`src/rtl/des_round_key_scheduler_if.sv`:
```
// ---------------------------------------------------------------------------
// des_round_key_scheduler_if
//   Bundles the load request and subkey handshake of the DES round-key
//   scheduler. Bit vectors use ascending ranges so that index k is FIPS 46-3
//   bit k (bit 1 is the leftmost/most significant bit).
//
//   master : the side that loads C0/D0 and consumes subkeys (round datapath)
//   slave  : the scheduler itself
//
//   load          start request (sampled only while idle)
//   decrypt       0 = K1..K16, 1 = K16..K1 (sampled with load)
//   c_in, d_in    C0 / D0 halves from PC-1
//   subkey_out    current subkey Kn
//   subkey_valid  subkey_out holds a valid subkey
//   subkey_ready  consumer accepts the subkey
//   round_num     n-1 of the presented subkey
//   busy          schedule in progress
//   done          one-cycle pulse after the final transfer
//   weak_key      weak-key flag (0 unless detection is built)
// ---------------------------------------------------------------------------
interface des_round_key_scheduler_if;
  logic        load;
  logic        decrypt;
  logic [1:28] c_in;
  logic [1:28] d_in;
  logic [1:48] subkey_out;
  logic        subkey_valid;
  logic        subkey_ready;
  logic [3:0]  round_num;
  logic        busy;
  logic        done;
  logic        weak_key;

  modport master (
    output load, decrypt, c_in, d_in, subkey_ready,
    input  subkey_out, subkey_valid, round_num, busy, done, weak_key
  );

  modport slave (
    input  load, decrypt, c_in, d_in, subkey_ready,
    output subkey_out, subkey_valid, round_num, busy, done, weak_key
  );
endinterface

```
`src/rtl/des_round_key_scheduler.sv`:
```
// ---------------------------------------------------------------------------
// des_round_key_scheduler
//   Generates the DES round subkeys from the PC-1 halves C0/D0, one subkey per
//   valid/ready transfer, in encrypt order (K1..K16) or decrypt order
//   (K16..K1). Each subkey is the per-round circular shift of C/D followed
//   by PC-2. The first subkey is valid one cycle after the load edge.
//
//   Ports:
//     clk     rising-edge clock
//     rst     asynchronous active-high reset (aborts any schedule)
//     key_if  des_round_key_scheduler_if.slave (load + subkey handshake)
//
//   Parameter:
//     ROUNDS  subkeys issued per load, 1..16 (below 16 is for reduced-round
//             testing only)
//
//   Optional build macro:
//     DES_KEY_WEAK_KEY_DETECT_EN  when defined, key_if.weak_key is registered
//     on each accepted load and flags the four DES weak keys (C0 and D0 each
//     all-0 or all-1). When undefined, weak_key is tied to 0.
// ---------------------------------------------------------------------------
module des_round_key_scheduler #(
  parameter int ROUNDS = 16
) (
  input logic                         clk,
  input logic                         rst,
  des_round_key_scheduler_if.slave    key_if
);

  localparam logic [1:0] ST_IDLE  = 2'd0;
  localparam logic [1:0] ST_ISSUE = 2'd1;
  localparam logic [1:0] ST_FIN   = 2'd2;

  localparam logic [4:0] ROUNDS_W = 5'(ROUNDS);

  // Shift amount for issue step 1..16. Encrypt rotates left by the FIPS
  // per-round schedule. Decrypt rotates right, walking that schedule
  // backwards: step 1 uses C0/D0 as-is because C16/D16 equal C0/D0.
  function automatic logic [1:0] shift_amt(input logic [4:0] step, input logic right);
    if (right) begin
      if (step == 5'd1)
        return 2'd0;
      else if (step == 5'd2 || step == 5'd9 || step == 5'd16)
        return 2'd1;
      else
        return 2'd2;
    end else begin
      if (step == 5'd1 || step == 5'd2 || step == 5'd9 || step == 5'd16)
        return 2'd1;
      else
        return 2'd2;
    end
  endfunction

  // Circular rotate of a 28-bit half in FIPS indexing: left moves bit k+1
  // into bit k (bit 1 wraps to 28), right moves bit k-1 into bit k.
  function automatic logic [1:28] rot28(input logic [1:28] v, input logic [1:0] amt,
                                        input logic right);
    logic [1:28] r;
    r = v;
    if (right) begin
      if (amt == 2'd1)
        r = {v[28], v[1:27]};
      else if (amt == 2'd2)
        r = {v[27:28], v[1:26]};
    end else begin
      if (amt == 2'd1)
        r = {v[2:28], v[1]};
      else if (amt == 2'd2)
        r = {v[3:28], v[1:2]};
    end
    return r;
  endfunction

  // PC-2: picks 48 of the 56 bits of CD = {C, D}; bit j of the result is
  // CD[PC2[j]] with the FIPS 46-3 table.
  function automatic logic [1:48] pc2(input logic [1:56] cd);
    return {cd[14], cd[17], cd[11], cd[24], cd[1],  cd[5],
            cd[3],  cd[28], cd[15], cd[6],  cd[21], cd[10],
            cd[23], cd[19], cd[12], cd[4],  cd[26], cd[8],
            cd[16], cd[7],  cd[27], cd[20], cd[13], cd[2],
            cd[41], cd[52], cd[31], cd[37], cd[47], cd[55],
            cd[30], cd[40], cd[51], cd[45], cd[33], cd[48],
            cd[44], cd[49], cd[39], cd[56], cd[34], cd[53],
            cd[46], cd[42], cd[50], cd[36], cd[29], cd[32]};
  endfunction

  logic [1:0]  state_q,  state_d;
  logic [1:28] c_q,      c_d;
  logic [1:28] d_q,      d_d;
  logic [1:48] subkey_q, subkey_d;
  logic        valid_q,  valid_d;
  logic [3:0]  round_q,  round_d;
  logic        busy_q,   busy_d;
  logic        done_q,   done_d;
  logic        mode_q,   mode_d;     // 1 = decrypt order
  logic [4:0]  issued_q, issued_d;   // subkeys presented so far, 1..ROUNDS

  logic [4:0]  next_step;
  logic [1:28] c_rot, d_rot, c_first, d_first;
  logic        xfer;

  always_comb begin
    state_d   = state_q;
    c_d       = c_q;
    d_d       = d_q;
    subkey_d  = subkey_q;
    valid_d   = valid_q;
    round_d   = round_q;
    busy_d    = busy_q;
    done_d    = 1'b0;
    mode_d    = mode_q;
    issued_d  = issued_q;

    next_step = issued_q + 5'd1;
    xfer      = valid_q & key_if.subkey_ready;
    c_rot     = rot28(c_q, shift_amt(next_step, mode_q), mode_q);
    d_rot     = rot28(d_q, shift_amt(next_step, mode_q), mode_q);
    c_first   = rot28(key_if.c_in, shift_amt(5'd1, key_if.decrypt), key_if.decrypt);
    d_first   = rot28(key_if.d_in, shift_amt(5'd1, key_if.decrypt), key_if.decrypt);

    case (state_q)
      ST_IDLE: begin
        if (key_if.load) begin
          mode_d   = key_if.decrypt;
          c_d      = c_first;
          d_d      = d_first;
          subkey_d = pc2({c_first, d_first});
          valid_d  = 1'b1;
          busy_d   = 1'b1;
          issued_d = 5'd1;
          round_d  = key_if.decrypt ? 4'd15 : 4'd0;
          state_d  = ST_ISSUE;
        end
      end
      ST_ISSUE: begin
        if (xfer) begin
          if (issued_q < ROUNDS_W) begin
            c_d      = c_rot;
            d_d      = d_rot;
            subkey_d = pc2({c_rot, d_rot});
            round_d  = mode_q ? (round_q - 4'd1) : (round_q + 4'd1);
            issued_d = next_step;
          end else begin
            valid_d  = 1'b0;
            done_d   = 1'b1;
            state_d  = ST_FIN;
          end
        end
      end
      ST_FIN: begin
        busy_d  = 1'b0;
        state_d = ST_IDLE;
      end
      default: begin
        state_d = ST_IDLE;
        valid_d = 1'b0;
        busy_d  = 1'b0;
      end
    endcase
  end

  always_ff @(posedge clk or posedge rst) begin
    if (rst) begin
      state_q  <= ST_IDLE;
      c_q      <= '0;
      d_q      <= '0;
      subkey_q <= '0;
      valid_q  <= 1'b0;
      round_q  <= 4'd0;
      busy_q   <= 1'b0;
      done_q   <= 1'b0;
      mode_q   <= 1'b0;
      issued_q <= 5'd0;
    end else begin
      state_q  <= state_d;
      c_q      <= c_d;
      d_q      <= d_d;
      subkey_q <= subkey_d;
      valid_q  <= valid_d;
      round_q  <= round_d;
      busy_q   <= busy_d;
      done_q   <= done_d;
      mode_q   <= mode_d;
      issued_q <= issued_d;
    end
  end

  assign key_if.subkey_out   = subkey_q;
  assign key_if.subkey_valid = valid_q;
  assign key_if.round_num    = round_q;
  assign key_if.busy         = busy_q;
  assign key_if.done         = done_q;

`ifdef DES_KEY_WEAK_KEY_DETECT_EN
  logic weak_q, weak_d;
  logic c_uniform, d_uniform;

  always_comb begin
    c_uniform = (key_if.c_in == '0) || (key_if.c_in == '1);
    d_uniform = (key_if.d_in == '0) || (key_if.d_in == '1);
    weak_d    = weak_q;
    if (state_q == ST_IDLE && key_if.load)
      weak_d = c_uniform & d_uniform;
  end

  always_ff @(posedge clk or posedge rst) begin
    if (rst)
      weak_q <= 1'b0;
    else
      weak_q <= weak_d;
  end

  assign key_if.weak_key = weak_q;
`else
  assign key_if.weak_key = 1'b0;
`endif

endmodule

```
`src/flat_wrapper.sv`:
```
// flat-port wrapper written by rule: the top's interface ports become plain ports
module des_round_key_scheduler_flat 
#(
  parameter int ROUNDS = 16
)
  (clk, rst, key_if_load, key_if_decrypt, key_if_c_in, key_if_d_in, key_if_subkey_ready, key_if_subkey_out, key_if_subkey_valid, key_if_round_num, key_if_busy, key_if_done, key_if_weak_key);
  des_round_key_scheduler_if key_if_i ();
  input logic clk;
  input logic rst;
  input wire logic [$bits(key_if_i.load)-1:0] key_if_load;
  input wire logic [$bits(key_if_i.decrypt)-1:0] key_if_decrypt;
  input wire logic [$bits(key_if_i.c_in)-1:0] key_if_c_in;
  input wire logic [$bits(key_if_i.d_in)-1:0] key_if_d_in;
  input wire logic [$bits(key_if_i.subkey_ready)-1:0] key_if_subkey_ready;
  output wire logic [$bits(key_if_i.subkey_out)-1:0] key_if_subkey_out;
  output wire logic [$bits(key_if_i.subkey_valid)-1:0] key_if_subkey_valid;
  output wire logic [$bits(key_if_i.round_num)-1:0] key_if_round_num;
  output wire logic [$bits(key_if_i.busy)-1:0] key_if_busy;
  output wire logic [$bits(key_if_i.done)-1:0] key_if_done;
  output wire logic [$bits(key_if_i.weak_key)-1:0] key_if_weak_key;
  assign key_if_i.load = key_if_load;
  assign key_if_i.decrypt = key_if_decrypt;
  assign key_if_i.c_in = key_if_c_in;
  assign key_if_i.d_in = key_if_d_in;
  assign key_if_i.subkey_ready = key_if_subkey_ready;
  assign key_if_subkey_out = key_if_i.subkey_out;
  assign key_if_subkey_valid = key_if_i.subkey_valid;
  assign key_if_round_num = key_if_i.round_num;
  assign key_if_busy = key_if_i.busy;
  assign key_if_done = key_if_i.done;
  assign key_if_weak_key = key_if_i.weak_key;
  des_round_key_scheduler #(.ROUNDS(ROUNDS)) u_core (.clk(clk), .rst(rst), .key_if(key_if_i));
endmodule
```
`config.mk`:
```
export PLATFORM = sky130hd
export DESIGN_NAME = des_round_key_scheduler_flat
export DESIGN_NICKNAME = d
export VERILOG_FILES = /design/src/rtl/des_round_key_scheduler_if.sv /design/src/rtl/des_round_key_scheduler.sv /design/src/flat_wrapper.sv
export SDC_FILE = /design/constraint.sdc
export NUM_CORES = 1
export LEC_CHECK = 0
export CORE_UTILIZATION = 59
export CTS_BUF_LIST = sky130_fd_sc_hd__clkbuf_16
export CTS_CLUSTER_DIAMETER = 40
export DETAILED_ROUTE_END_ITERATION = 8
export PLACE_DENSITY = 0.89
export SLEW_MARGIN = 0
export SYNTH_ARGS = -nofsm -noshare
export SYNTH_HDL_FRONTEND = slang
export SYNTH_SLANG_ARGS = --single-unit
```
`constraint.sdc`:
```
create_clock -name clk -period 4.2 [get_ports clk]
set_input_delay 1.05 -clock clk [delete_from_list [all_inputs] [get_ports clk]]
set_output_delay 1.05 -clock clk [all_outputs]
set_load 0.03 [all_outputs]
```
==> After elaboration in Yosys (flattened, before gate mapping) <==
Cells that the tools add are included.
{ "word_totals": {"reg_bits": 119, "inputBits": 61, "output_inout_bits": 56, "elab_cells": 106} }
{ "op_classes": {"addsub": 3, "order_cmp": 1, "n_eq_ne": 15, "mux": 59, "bitwise": 3, "n_reduce_logical": 13} }
{ "op_table": {"columns": ["cell", "count"], "rows": [
  ["$mux W28", 26],
  ["$mux W48", 3],
  ["$pmux W28 S2", 2],
  ["$pmux W48 S2", 1],
  ["$mux W4", 5],
  ["$mux W5", 3],
  ["$mux W2", 7],
  ["$pmux W5 S2", 1],
  ["$pmux W4 S2", 1],
  ["$reduce_and A4 Y1", 2],
  ["$mux W1", 7],
  ["$add A5 B1 Y5 const B", 1],
  ["$eq A5 B1 Y1 const B", 1],
  ["$eq A5 B2 Y1 const B", 1],
  ["$eq A5 B4 Y1 const B", 1],
  ["$eq A5 B5 Y1 const B", 1],
  ["$logic_or A1 B1 Y1", 5],
  ["$lt A5 B5 Y1 const B", 1],
  ["$reduce_and A5 Y1", 1],
  ["$add A4 B1 Y4 const B", 1],
  ["$eq A2 B1 Y1 const B", 2],
  ["$eq A2 B2 Y1 const B", 2],
  ["$ne A2 B1 Y1 const B", 2],
  ["$ne A2 B2 Y1 const B", 2],
  ["13 further kinds", 15]
]} }

==> Longest topological paths before layout <==
{ "logic_depth": {"word_depth": 14, "ltp_mapped": 10, "ltp_nobuf": 8} }

==> Worst setup path before layout <==
OpenSTA, ideal clock, no wires.
{ "synth_timing": {"path_type": "input port to flip-flop", "from": "in key_if_decrypt", "to": "reg u_core.subkey_q (netlist bit u_core.key_if.subkey_out[33])", "setup_time_ns": 0.145, "t_arrival_ns": 2.436, "t_required_ns": 4.055, "path_slack_ns": 1.620, "path_stages": 7, "path_cell_list": "clkbuf_1 buf_2 buf_1 mux2i_1 nor3_1 a21oi_1 o31ai_2"} }
{ "synth_between": {"elab_chain_len": 7, "word_cells_on_any_way": 10, "classes_between": "2 x eq/ne; 8 x mux"} }
{ "synth_lines": {"columns": ["element", "line_no", "rtl"], "rows": [
  ["from (decl)", "flat_wrapper.sv:11", "input wire logic [$bits(key_if_i.decrypt)-1:0] key_if_decrypt;"],
  ["$mux W1", "des_round_key_scheduler.sv:40", "if (right) begin"],
  ["$eq A1 B2 Y1", "des_round_key_scheduler.sv:64, des_round_key_scheduler.sv:69", null],
  ["$mux W28 (on tied branches)", "des_round_key_scheduler.sv:69, des_round_key_scheduler.sv:64", null],
  ["$mux W28 (on tied branches)", "des_round_key_scheduler.sv:67, des_round_key_scheduler.sv:62", null],
  ["$mux W28 *", "des_round_key_scheduler.sv:61", "if (right) begin"],
  ["$mux W48 *", "des_round_key_scheduler.sv:124", "if (key_if.load) begin"],
  ["$pmux W48 S2 *", "des_round_key_scheduler.sv:122", "case (state_q)"],
  ["to (signal assigned)", "des_round_key_scheduler.sv:179", "subkey_q <= subkey_d;"],
  ["to (decl)", "des_round_key_scheduler.sv:91", "logic [1:48] subkey_q, subkey_d;"]
]} }
Mark *: on every way between the ends. The rest lies on a longest branch, timed or not. The select of a mux whose other input is x is not followed.
A chain may end at the register's enable or synchronous reset.

==> Worst setup path after layout <==
{ "layout_timing": {"from": "reg u_core.issued_q[0]", "to": "reg u_core.subkey_q (netlist bit u_core.key_if.subkey_out[21])"} }
{ "layout_between": {"elab_chain_len": 14, "word_cells_on_any_way": 27, "classes_between": "1 x add/sub; 1 x order compare; 7 x eq/ne; 12 x mux; 6 x reduce/logical"} }
{ "layout_lines": {"columns": ["element", "line_no", "rtl"], "rows": [
  ["from (decl)", "des_round_key_scheduler.sv:97", "logic [4:0] issued_q, issued_d;"],
  ["from (signal assigned)", "des_round_key_scheduler.sv:185", "issued_q <= issued_d;"],
  ["$add A5 B1 Y5", "des_round_key_scheduler.sv:115", "next_step = issued_q + 5'd1;"],
  ["$eq A5 B2 Y1 (tied with other cells)", "des_round_key_scheduler.sv:43, des_round_key_scheduler.sv:48", null],
  ["$logic_or A1 B1 Y1 (on tied branches) (2 in series)", "des_round_key_scheduler.sv:43, des_round_key_scheduler.sv:48", null],
  ["$mux W2 or $logic_or A1 B1 Y1 (tied branches)", "des_round_key_scheduler.sv:43, des_round_key_scheduler.sv:48", null],
  ["$mux W2 (on tied branches)", "des_round_key_scheduler.sv:41, des_round_key_scheduler.sv:48", null],
  ["$mux W2", "des_round_key_scheduler.sv:40", null],
  ["$eq A2 B2 Y1", "des_round_key_scheduler.sv:64, des_round_key_scheduler.sv:69", null],
  ["$mux W28 (on tied branches)", "des_round_key_scheduler.sv:69, des_round_key_scheduler.sv:64", null],
  ["$mux W28 (on tied branches)", "des_round_key_scheduler.sv:67, des_round_key_scheduler.sv:62", null],
  ["$mux W28", "des_round_key_scheduler.sv:61", null],
  ["$mux W48", "des_round_key_scheduler.sv:138", "if (issued_q < ROUNDS_W) begin"],
  ["$mux W48", "des_round_key_scheduler.sv:137", "if (xfer) begin"],
  ["$pmux W48 S2", "des_round_key_scheduler.sv:122", null]
]} }
Several ways; a longest one is shown, not always the timed one. The select of a mux whose other input is x is not followed.

==> metrics.yaml <==
route:
  vias: 5735
  wl_per_cell_um: 20.4
  dr.pass1.iters: 5
  drc: 0
  antenna_left: 0
  wl_um: 17400
  drt_iter0_drc: 390
  viasPerCell: 6.75
synthesis:
  syn_area_mm2: 0.00652
  synth_compound_area_share_pct: 30.0
  async_flop_share_pct: 100
  synth.area.mux_share_pct: 18.6
  synth_top_area_cell: "dfrtp_1"
  synth-simple-area-share_pct: 10.6
  synth-edff-count: 0
  synth_nets: 751
  synth_cells: 683
  synthAdderAreaFrac_pct: 1.46
  postSynthAreaPerCell_um2: 9.55
  synth_ff_type: "dfrtp_1"
  synth_top_family_by_area: "compound AO/OA/AOI/OAI gates"
  synthTopCellsByArea: "dfrtp_1, a221oi_2, mux2i_1, o31ai_2, mux2_2"
  synth_top_area_share_pct: 27.2
  ys_ff_latch: 71
  ys_seq_area_share_pct: 27.2
  synth_xor_area_share_pct: 0.403
  synthDistinctLibCells: 52
  synth_warnings: 0
timing:
  tightestPinTransition_ns: 1.25
  fin_skew_ns: 0.00668
  slew_viol_final: 0
  slew_headroom_pct: 16.1
  rsz0062_at_grt: "false"
  period_needed_ns: 3.58
  fin_crit_sh_pct: 85.3
  finalHoldViolCount: 0
  setup_viol: 0
  fin_setup_tns_ns: 0
  max_freq_ghz: 0.279
cts:
  htree_levels: 3
  clockRootBuffer: "clkbuf_16"
  cts_resized: 0
  tritoncts: "built"
  clock_sinks: 71
  ctsHoldBuffers: 0
  cts_buffer_depth: 2
  postCtsSetupRepairBufs: 0
  clock_latency_ns: 0.35
  cts_buffers: 9
  clk_pin_slew_worst_paths_ns: 0.06
outcome:
  status: "finished clean"
finish:
  nNetsFinal: 773
  drive_above_1_share_pct: 23.0
  seq_area_mm2: 0.00178
  multi_input_area_mm2: 0.00404
  nFillCells: 813
  stdcell_count: 850
  syn2layout_area_growth_pct: 16.7
  antenna_cells: 0
hold_path:
  hold_end: "u_core.key_if.busy"
  hp-class: "flip-flop to flip-flop"
  hp-start: "u_core.key_if.busy"
  min_delay_path_depth: 2
setup_path:
  start_kind: "flip-flop"
  end_kind: "flip-flop"
  r2r_cells: 9
  rr_endpoint: "u_core.key_if.subkey_out[21]"
  r2r-start: "u_core.issued_q[0]"
  critical_path_class: "flip-flop to flip-flop"
  worstPathRequired_ns: 4.45
  cp.arrival_ns: 3.83
  crit_path_max_fanout: 36
  rrSetupSlack_ns: 0.62
placement:
  portBuffers: 115
  post-place-cells: 834
  dp_hpwl_um: 11200
  gp_congestion: 0.840
die:
  die_y_um: 107
  start_util_pct: 60.4
  coreArea_mm2: 0.0108
  io_pins: 117
  num_rows: 38
  die_w_um: 107
  dieArea_mm2: 0.0115
global_route:
  track_usage_pct: 31.3
  antenna_found_initial: 0
  grt_pass1_vias: 5660
  grt_overflow: 0
  grt_pass1_wl_um: 28400
  grt_max_degree: 72
power_and_ir_drop:
  power.leakage_nw: 3.04
  powerDensity_mw_per_mm2: 969
  vdd_drop_max_uv: 426
job:
  cap_violations: 0
cells in the mapped netlist (2+ instances only):
| master | count |
|---|---|
| a21boi_0 | 2 |
| a21o_1 | 4 |
| a21oi_1 | 63 |
| a221oi_1 | 16 |
| a221oi_2 | 40 |
| a22o_1 | 2 |
| a31oi_1 | 5 |
| and2_1 | 2 |
| and3_1 | 2 |
| buf_1 | 5 |
| buf_2 | 19 |
| buf_4 | 52 |
| buf_6 | 8 |
| clkbuf_1 | 34 |
| dfrtp_1 | 71 |
| ha_1 | 6 |
| inv_1 | 7 |
| mux2_1 | 17 |
| mux2_2 | 41 |
| mux2i_1 | 56 |
| nand2_1 | 9 |
| nand2b_1 | 3 |
| nand4_1 | 3 |
| nor2_1 | 62 |
| nor2b_1 | 3 |
| nor3_1 | 57 |
| o21ai_0 | 9 |
| o22ai_1 | 3 |
| o31ai_1 | 18 |
| o31ai_2 | 40 |
| xnor2_1 | 3 |
state kept, by name, indices dropped and copies added, names as in the netlist, 2 cells and up:
| signal | cells |
|---|---|
| u_core.c_q | 5 |
| u_core.d_q | 4 |
| u_core.issued_q | 5 |
| u_core.key_if.round_num | 4 |
| u_core.key_if.subkey_out | 47 |
| u_core.state_q | 2 |
worst max-delay path by stage:
stage / start / endpoint / slack (ns) / cells past startpoint
2_1_floorplan: rst / u_core.c_q[14] / 1.35 / 1
3_3_place_gp: u_core.issued_q[0] / u_core.key_if.subkey_out[7] / 0.92 / 9
3_5_place_dp: u_core.issued_q[0] / u_core.key_if.subkey_out[21] / 0.63 / 9
4_1_cts: u_core.issued_q[0] / u_core.key_if.subkey_out[21] / 0.64 / 9
5_1_grt: u_core.issued_q[0] / u_core.key_if.subkey_out[21] / 0.39 / 9
6_report: u_core.issued_q[0] / u_core.key_if.subkey_out[21] / 0.62 / 9
kinds of logic (layout without fill, tap and decap cells):
kind of cell / Yosys count / after routing
xor gates and xnor gates: 3 / 3
buffers and inverters: 127 / 154
and+or+nand+nor: 148 / 148
AOI/OAI and AO/OA: 212 / 212
other: 1 / 1
DFF: 71 / 71
adders and majority gates: 7 / 7
muxes: 114 / 114
metrics by stage:
step | utilization, % | power, W | setup WS (ns) | area [um2] | hold WS [ns]
final | 70.5 | 0.00737 | 0.618 | 7610 | 0.542
after detailed placement | 67.7 | 0.00646 | 0.632 | 7300 | 0.528
after CTS | 70.5 | 0.00732 | 0.643 | 7610 | 0.532
after global routing | 70.5 | 0.00781 | 0.392 | 7610 | 0.577
after floorplan | - | 0.00560 | 1.35 | 6520 | 0.537
after global placement | 67.7 | 0.00623 | 0.916 | 7300 | 0.507
layout make-up:
cell class / count / area share (%)
clock inverters: 7 / 1.05
repair buffers: 129 / 16.8
inverters: 9 / 0.444
multi-input cells: 485 / 53.1
well taps: 140 / 2.30
clock buffers: 9 / 2.96
flip-flops and latches: 71 / 23.4
routing by layer:
layer,track usage (%),vias up,wire (um)
met3,5.78,47,1300
li1,-,2594,-
met4,13.8,0,456
met2,52.4,285,8770
met5,0,-,0
met1,39.4,2809,6850
power by group:
| group | total, W | switching (W) | internal, W |
|---|---|---|---|
| Clock | 0.000808 | 0.000298 | 0.000510 |
| Combinational | 0.00498 | 0.00291 | 0.00207 |
| Sequential | 0.00159 | 0.000583 | 0.00100 |
| Total | 0.00737 | 0.00379 | 0.00359 |
layout by cell type (no fill, tap or decap), types with 13 or more instances in the layout:
master	Yosys	routed
a221oi_2	40	40
nor2_1	62	62
dfrtp_1	71	70
a21oi_1	63	63
buf_4	52	13
mux2_1	17	17
a221oi_1	16	16
o31ai_1	18	17
nor3_1	57	57
o31ai_2	40	40
mux2_2	41	41
mux2i_1	56	56
clkdlybuf4s50_1	0	114
worst max-delay path: stages (launching register included):
cell	delay (ns)
dfrtp_1	0.51
inv_1	0.09
ha_1	0.27
nor2b_1	0.18
o22ai_1	0.19
a22oi_2	0.13
o21ai_4	1.00
buf_4	0.46
mux2_1	0.39
o31ai_2	0.25
(Power assumes the default switching activity.)
